===== src/rtl/info_bit_packer.sv =====
// Packs the information bits of one SC polar codeword, LSB-first, from 2-bit leaf pairs.
// The frozen positions are dropped. The packed word is then handed off with a valid/ready handshake.
module info_bit_packer #(
   parameter int OUT_W = 140,
   parameter int CNT_W = 9
) (
   input  logic             clk,
   input  logic             rst,
   input  logic             start,
   input  logic [CNT_W-1:0] n_pairs,
   input  logic             in_valid,
   output logic             in_ready,
   input  logic             u_hat_1,
   input  logic             u_hat_2,
   input  logic             frozen_1,
   input  logic             frozen_2,
   output logic             out_valid,
   input  logic             out_ready,
   output logic [OUT_W-1:0] dec_bits,
   output logic [7:0]       dec_cnt,
   output logic             ovf
);

   localparam logic [7:0] MAX_K = 8'(OUT_W);

   typedef enum logic [1:0] {IDLE, COLLECT, DONE} state_t;

   state_t           state;
   logic [CNT_W-1:0] pair_cnt;
   logic [CNT_W-1:0] n_lat;
   logic             last_pair;
   logic [OUT_W-1:0] bits_nxt;
   logic [7:0]       cnt_nxt;
   logic             ovf_nxt;

   // Every bit above dec_cnt is zero, so an OR places the new bit without a read-modify mask.
   function automatic logic [OUT_W-1:0] put_bit(input logic [OUT_W-1:0] w,
                                                 input logic [7:0] k,
                                                 input logic b);
      return w | ({{(OUT_W-1){1'b0}}, b} << k);
   endfunction

   function automatic logic [7:0] sat_inc(input logic [7:0] k);
      return (k < MAX_K) ? k + 8'd1 : k;
   endfunction

   assign in_ready  = (state == COLLECT);
   assign last_pair = (pair_cnt == n_lat - {{(CNT_W-1){1'b0}}, 1'b1});

   always_comb begin
      bits_nxt = dec_bits;
      cnt_nxt  = dec_cnt;
      ovf_nxt  = ovf;
      if (!frozen_1) begin
         if (cnt_nxt < MAX_K) bits_nxt = put_bit(bits_nxt, cnt_nxt, u_hat_1);
         else                 ovf_nxt  = 1'b1;
         cnt_nxt = sat_inc(cnt_nxt);
      end
      if (!frozen_2) begin
         if (cnt_nxt < MAX_K) bits_nxt = put_bit(bits_nxt, cnt_nxt, u_hat_2);
         else                 ovf_nxt  = 1'b1;
         cnt_nxt = sat_inc(cnt_nxt);
      end
   end

   always_ff @(posedge clk) begin
      if (rst) begin
         state     <= IDLE;
         out_valid <= 1'b0;
         dec_bits  <= '0;
         dec_cnt   <= 8'd0;
         ovf       <= 1'b0;
         pair_cnt  <= '0;
         n_lat     <= '0;
      end else begin
         case (state)
            IDLE: begin
               if (start) begin
                  dec_bits <= '0;
                  dec_cnt  <= 8'd0;
                  ovf      <= 1'b0;
                  pair_cnt <= '0;
                  n_lat    <= n_pairs;
                  if (n_pairs == '0) begin
                     state     <= DONE;
                     out_valid <= 1'b1;
                  end else begin
                     state <= COLLECT;
                  end
               end
            end
            COLLECT: begin
               // in_ready is high throughout COLLECT, so in_valid alone marks an accepted pair.
               if (in_valid) begin
                  dec_bits <= bits_nxt;
                  dec_cnt  <= cnt_nxt;
                  ovf      <= ovf_nxt;
                  pair_cnt <= pair_cnt + {{(CNT_W-1){1'b0}}, 1'b1};
                  if (last_pair) begin
                     state     <= DONE;
                     out_valid <= 1'b1;
                  end
               end
            end
            DONE: begin
               if (out_ready) begin
                  state     <= IDLE;
                  out_valid <= 1'b0;
               end
            end
            default: state <= IDLE;
         endcase
      end
   end

endmodule


===== config.mk =====
export PLATFORM = sky130hd
export DESIGN_NAME = info_bit_packer
export DESIGN_NICKNAME = d
export VERILOG_FILES = /design/src/rtl/info_bit_packer.sv
export SDC_FILE = /design/constraint.sdc
export NUM_CORES = 1
export LEC_CHECK = 0
export ABC_AREA = 1
export CORE_MARGIN = 5
export CORE_UTILIZATION = 50
export DETAILED_ROUTE_END_ITERATION = 10
export HOLD_SLACK_MARGIN = 0.08
export PLACE_DENSITY = 0.75
export SLEW_MARGIN = 20
export SYNTH_ARGS = -nofsm -noshare
export SYNTH_HDL_FRONTEND = slang
export SYNTH_SLANG_ARGS = --single-unit

===== constraint.sdc =====
create_clock -name clk -period 2.2 [get_ports clk]
set_input_delay 0.44 -clock clk [delete_from_list [all_inputs] [get_ports clk]]
set_output_delay 0.44 -clock clk [all_outputs]
set_load 0.05 [all_outputs]

# After elaboration in Yosys (flattened, before gate mapping)
# Cells that the tools add are included.
word_totals:
  reg_bits: 170
  in_bits: 18
  out_inout_bits: 151
  elab_cells: 69
op_classes:
  n_addsub: 4
  n_lt_le_gt_ge: 2
  eq_ne: 8
  shift: 2
  muxes: 36
  bitwise_logic: 2
  n_reduce_logical: 8
op_table:
  columns: ["cell", "count"]
  rows:
  - ["140-bit two-way mux", 6]
  - ["140-bit bitwise OR", 2]
  - ["140-bit case mux with 2 select lines", 1]
  - ["1-bit by 8-bit << shifter with 140-bit output", 2]
  - ["8-bit two-way mux", 6]
  - ["9-bit two-way mux", 2]
  - ["9-bit case mux with 2 select lines", 1]
  - ["8-bit by 1-bit adder with 8-bit output, second input constant", 2]
  - ["8-bit < comparator, second input constant", 2]
  - ["8-bit case mux with 2 select lines", 1]
  - ["1-bit two-way mux", 11]
  - ["2-bit two-way mux", 5]
  - ["9-bit by 1-bit adder with 9-bit output, second input constant", 1]
  - ["9-bit equality test", 1]
  - ["9-bit zero test", 1]
  - ["9-bit by 1-bit subtractor with 9-bit output, second input constant", 1]
  - ["2-bit inequality test, second input constant", 4]
  - ["2-bit case mux with 3 select lines", 1]
  - ["6-bit AND reduction", 1]
  - ["4-bit AND reduction", 1]
  - ["1-bit case mux with 3 select lines", 1]
  - ["3-bit AND reduction", 1]
  - ["3-bit nonzero test", 1]
  - ["2-bit by 1-bit equality test with 1-bit output, second input constant", 1]
  - ["other kinds (6)", 6]

# Depth between registers and ports, before layout
# Gate-level depths: netlist (run 1).
logic_depth:
  word_depth: 9
  mapped_depth: 16

# Worst setup path before layout (run 1)
# No wires, ideal clock.
synth_timing:
  path_kind: "reg-to-reg"
  startpoint: "reg dec_cnt[3]"
  endpoint: "reg dec_cnt[6]"
  setup_ns: 0.132
  arrival_time_ns: 2.265
  setup_slack_ns: -0.197
  path_stages_with_launch: 15
  period_less_slack_ns: 2.397
  path_cell_list: "dfxtp_1 > buf_4 > nand2_4 > nand3_4 > nand2_4 > buf_8 > nand2_4 > nand2_1 > nand2_4 > ha_1 > nand2_1 > nor3_1 > nand3_1 > nand3_1 > a21oi_1"
synth_between:
  elab_chain_cells: 8
  word_cells_on_any_way: 10
synth_lines:
  columns: ["element", "line", "rtl"]
  rows:
  - ["from (decl)", "20", "output logic [7:0] dec_cnt,"]
  - ["from (signal assigned)", "96", "dec_cnt <= cnt_nxt;"]
  - ["8-bit by 1-bit adder with 8-bit output or 8-bit < comparator (tied branches)", "44", "return (k < MAX_K) ? k + 8'd1 : k;"]
  - ["8-bit two-way mux", "44", null]
  - ["8-bit two-way mux (*)", "54", "if (!frozen_1) begin"]
  - ["8-bit by 1-bit adder with 8-bit output or 8-bit < comparator (tied branches)", "44", null]
  - ["8-bit two-way mux", "44", null]
  - ["8-bit two-way mux (*)", "59", "if (!frozen_2) begin"]
  - ["8-bit two-way mux (*)", "94", "if (in_valid) begin"]
  - ["8-bit case mux with 2 select lines (*)", "76", "case (state)"]
# Mark *: on every way between the ends. The rest lies on a longest branch, timed or not. The select of a mux whose other input is x is not followed.
# A chain may end at the register's enable or synchronous reset.

# Final worst setup path (run 1)
layout_timing:
  startpoint: "reg dec_cnt[4]"
  endpoint: "reg dec_bits[55]"
layout_between:
  elab_chain_cells: 9
  word_cells_on_any_way: 15
layout_lines:
  columns: ["element", "line", "rtl"]
  rows:
  - ["branches (longest 6 deep; another with 8-bit by 1-bit adder with 8-bit output)", null, null]
  - ["140-bit two-way mux (*)", "59", null]
  - ["140-bit two-way mux (*)", "94", null]
  - ["140-bit case mux with 2 select lines (*)", "76", null]
  - ["to (signal assigned)", "95", "dec_bits <= bits_nxt;"]
  - ["to (decl)", "19", "output logic [OUT_W-1:0] dec_bits,"]
# Every way passes the cells marked *. The select of a mux whose other input is x is not followed.

==> results of run 1 <==
==> routing by layer <==
| metal | vias up | routed length (um) | global-route usage (%) |
|---|---|---|---|
| li1 | 5437 | - | - |
| met1 | 5452 | 16600 | 49.6 |
| met2 | 831 | 18800 | 56.8 |
| met3 | 143 | 4730 | 8.54 |
| met4 | 0 | 1910 | 16.7 |
| met5 | - | 0 | 0 |
==> synth_stat cells (all sizes together) <==
master | number | share of area [%]
o21a | 1 | 0.077
a31o | 6 | 0.54
a32o | 1 | 0.10
nand3 | 107 | 6.0
a22oi | 23 | 1.8
nand2 | 345 | 14
a211oi | 3 | 0.34
o2111ai | 1 | 0.090
clkinv | 5 | 0.21
a21boi | 4 | 0.35
dfxtp | 170 | 35
o31ai | 6 | 0.46
o21bai | 50 | 4.0
clkbuf | 45 | 1.7
a31oi | 28 | 1.9
a21o | 1 | 0.077
nor3 | 23 | 1.4
nor4 | 4 | 0.26
nand4 | 12 | 0.97
o21ai | 121 | 6.2
or2 | 1 | 0.064
a311oi | 1 | 0.090
o211ai | 3 | 0.23
nand3b | 2 | 0.15
nor2 | 156 | 6.9
xor2 | 10 | 0.90
buf | 47 | 2.9
xnor2 | 4 | 0.36
a21oi | 179 | 9.2
inv | 74 | 2.9
ha | 4 | 0.52
==> metrics by stage <==
stage               instance area [um^2]  TNS [ns]  cells
detailed placement                 12800    -40.29   1954
global placement                   12800    -37.88   1954
CTS                                13400   -0.0469   1986
global route                       13700    -0.912   1992
finish                             13700         0   1992
floorplan                           9720   -0.0635   1437
==> state kept, by name, indices dropped and copies added (netlist names) <==
| signal | cells |
|---|---|
| dec_bits | 140 |
| state | 2 |
| out_valid | 1 |
| n_lat | 9 |
| dec_cnt | 8 |
| pair_cnt | 9 |
| ovf | 1 |
==> critical path, cell delays in order (launching register included) <==
cell,delay (ns)
dfxtp_2,0.36
nor2_4,0.15
nand3_4,0.14
nand2_8,0.12
nand3_1,0.13
nand2_4,0.16
nand3_2,0.25
nor2_4,0.25
nand3_1,0.18
o21bai_1,0.17
a22oi_1,0.09
nor2_1,0.12
==> worst paths after layout <==
check,start,to,slack [ns],cells after the start
max,dec_cnt[4],dec_bits[55],0.01,11
min,rst,state[1],0.31,2
max reg2reg,dec_cnt[4],dec_bits[55],0.01,11
min reg2reg,out_valid,out_valid,0.48,2
==> kinds of logic (layout without fill, tap and decap cells) <==
logic type | Yosys count | count (layout) | share of synthesized area (%)
AND/OR/NAND/NOR | 650 | 651 | 30.0
adder cells (fa/ha/maj) | 4 | 4 | 0.515
XOR/XNOR | 14 | 14 | 1.26
flip-flops | 170 | 170 | 35.1
buffers and inverters | 171 | 460 | 7.69
AO/OA/AOI/OAI | 428 | 428 | 25.5
==> area by class of cell <==
type                       count  area [um^2]  area share (%)
multi-input combinational   1097         5820            42.5
tap                          265          332            2.42
sequential                   170         3420            25.0
clock buffer                  18          429            3.13
clock inverter                14          145            1.06
inverter                      79          312            2.28
timing repair buffer         349         3240            23.6
==> timing repair <==
| item | in CTS | in global routing |
|---|---|---|
| pin swaps | 0 | 15 |
| endpoints found under the hold margin | 0 | 0 |
| endpoints found under the setup margin | 24 | 117 |
| buffers inserted | 0 | 5 |
| gates resized for setup | 8 | 66 |
| gates cloned | 0 | 1 |
==> power by group through the flow <==
stage | clock network, mW | logic (mW) | registers [mW]
after floorplan | 0 | 0.725 | 3.25
after global placement | 0 | 1.21 | 3.23
after detailed placement | 0 | 1.22 | 3.23
after CTS | 3.01 | 1.22 | 3.16
after global routing | 3.16 | 1.34 | 3.17
final | 3.00 | 1.27 | 3.16
==> metrics, run 1 <==
fin crit share 99.4%; Clock Path Buffers 2; clock buffer count from CTS 17; Max Fanout on Critical Path 7; Setup crit end kind flop; synthesized instance count 1437; max-slew violations 0; Die Width 149 um; clk root buf clkbuf_16; Pre-Repair DR Iteration Count 6; IO Pins 169; P_int 5.02 mW; Hold WS 0.309 ns; CP arrival 2.56 ns; worst clock skew 0.0112 ns; CP required 2.58 ns; VDD IR-drop max 0.505 mV; chip height 149 um; DRC errors left 0; drt wl/cell 21.1 um; combinational fraction of design power 17.1%; GRT overflow 0; commonest non-fill, non-tap cell in the layout nand2_1; Net Count, Synth 1459; Hold Buf Count CTS 0; dpl ws -0.388 ns; Via Count 11900; vias per std cell 5.96; worst-margin pin slew 0.659 ns; FILL cells 1674; # setup viols final 0; port bufs 168; Initial DRC Count 1595; routability congestion estimate from global placement 1.02; Core Area 19300 um^2; Tmin final 2.19 ns; global-route wire length before repair 64100 um; routed wire length 42000 um; relative max-transition margin 56.0%; Post-Syn Area 9710 um^2; Tot Pwr 7.43 mW; worst-skew pair later-pin latency 0.45 ns; synth warn 0; largest net degree at the start of global routing 116; CTS tree done; nets 1736; Clk pwr share 40.4%; synthesized flop and latch total 170; Synth cell types 53; WS Path Type flop to flop; syn_area_per_cell 6.76 um^2; HPWL after DPL 30000 um; htree depth 4; Area Growth Syn to Fin 41.0%; row count 51; status completed; Antenna diodes 0; total track usage 37.0%; total of max-cap violations 0; Worst setup SP type flop; post-route ant nets 0; Seq/Total Area, Yosys 35.1%; Hold Crit Class input pin to flop; net switching power 2.41 mW; RSZ-0062 raised after global routing yes; initial core utilization 50.4%; vias in the first global route 11100; die area 22300 um^2; Seq pwr share 42.5%; fmax 457 MHz; Lkg Pwr 5.09 nW; Worst Setup Slack, final 0.0134 ns; layout cells sized above 1 19.4%; clk sinks 170; initial antenna violation count 0; most frequent cells in the layout 327 x nand2_1, 178 x a21oi_1, 168 x buf_4; Switching Share 32.5%; Worst-path clk slew 0.08 ns; Final Hold Fails 0; Pwr Density 543 nW/um^2; post-layout util 71.0%
Power figures use the tool's default switching activity.
==> inputs of run 2 (changes only) <==
--- a/config.mk
+++ b/config.mk
@@ -6,6 +6,7 @@
 export NUM_CORES = 1
 export LEC_CHECK = 0
 export ABC_AREA = 1
+export CAP_MARGIN = 10
 export CORE_MARGIN = 5
 export CORE_UTILIZATION = 50
 export DETAILED_ROUTE_END_ITERATION = 10
==> results of run 2 <==
Same layout as run 1: the final DEF is identical, and so are final timing and power.
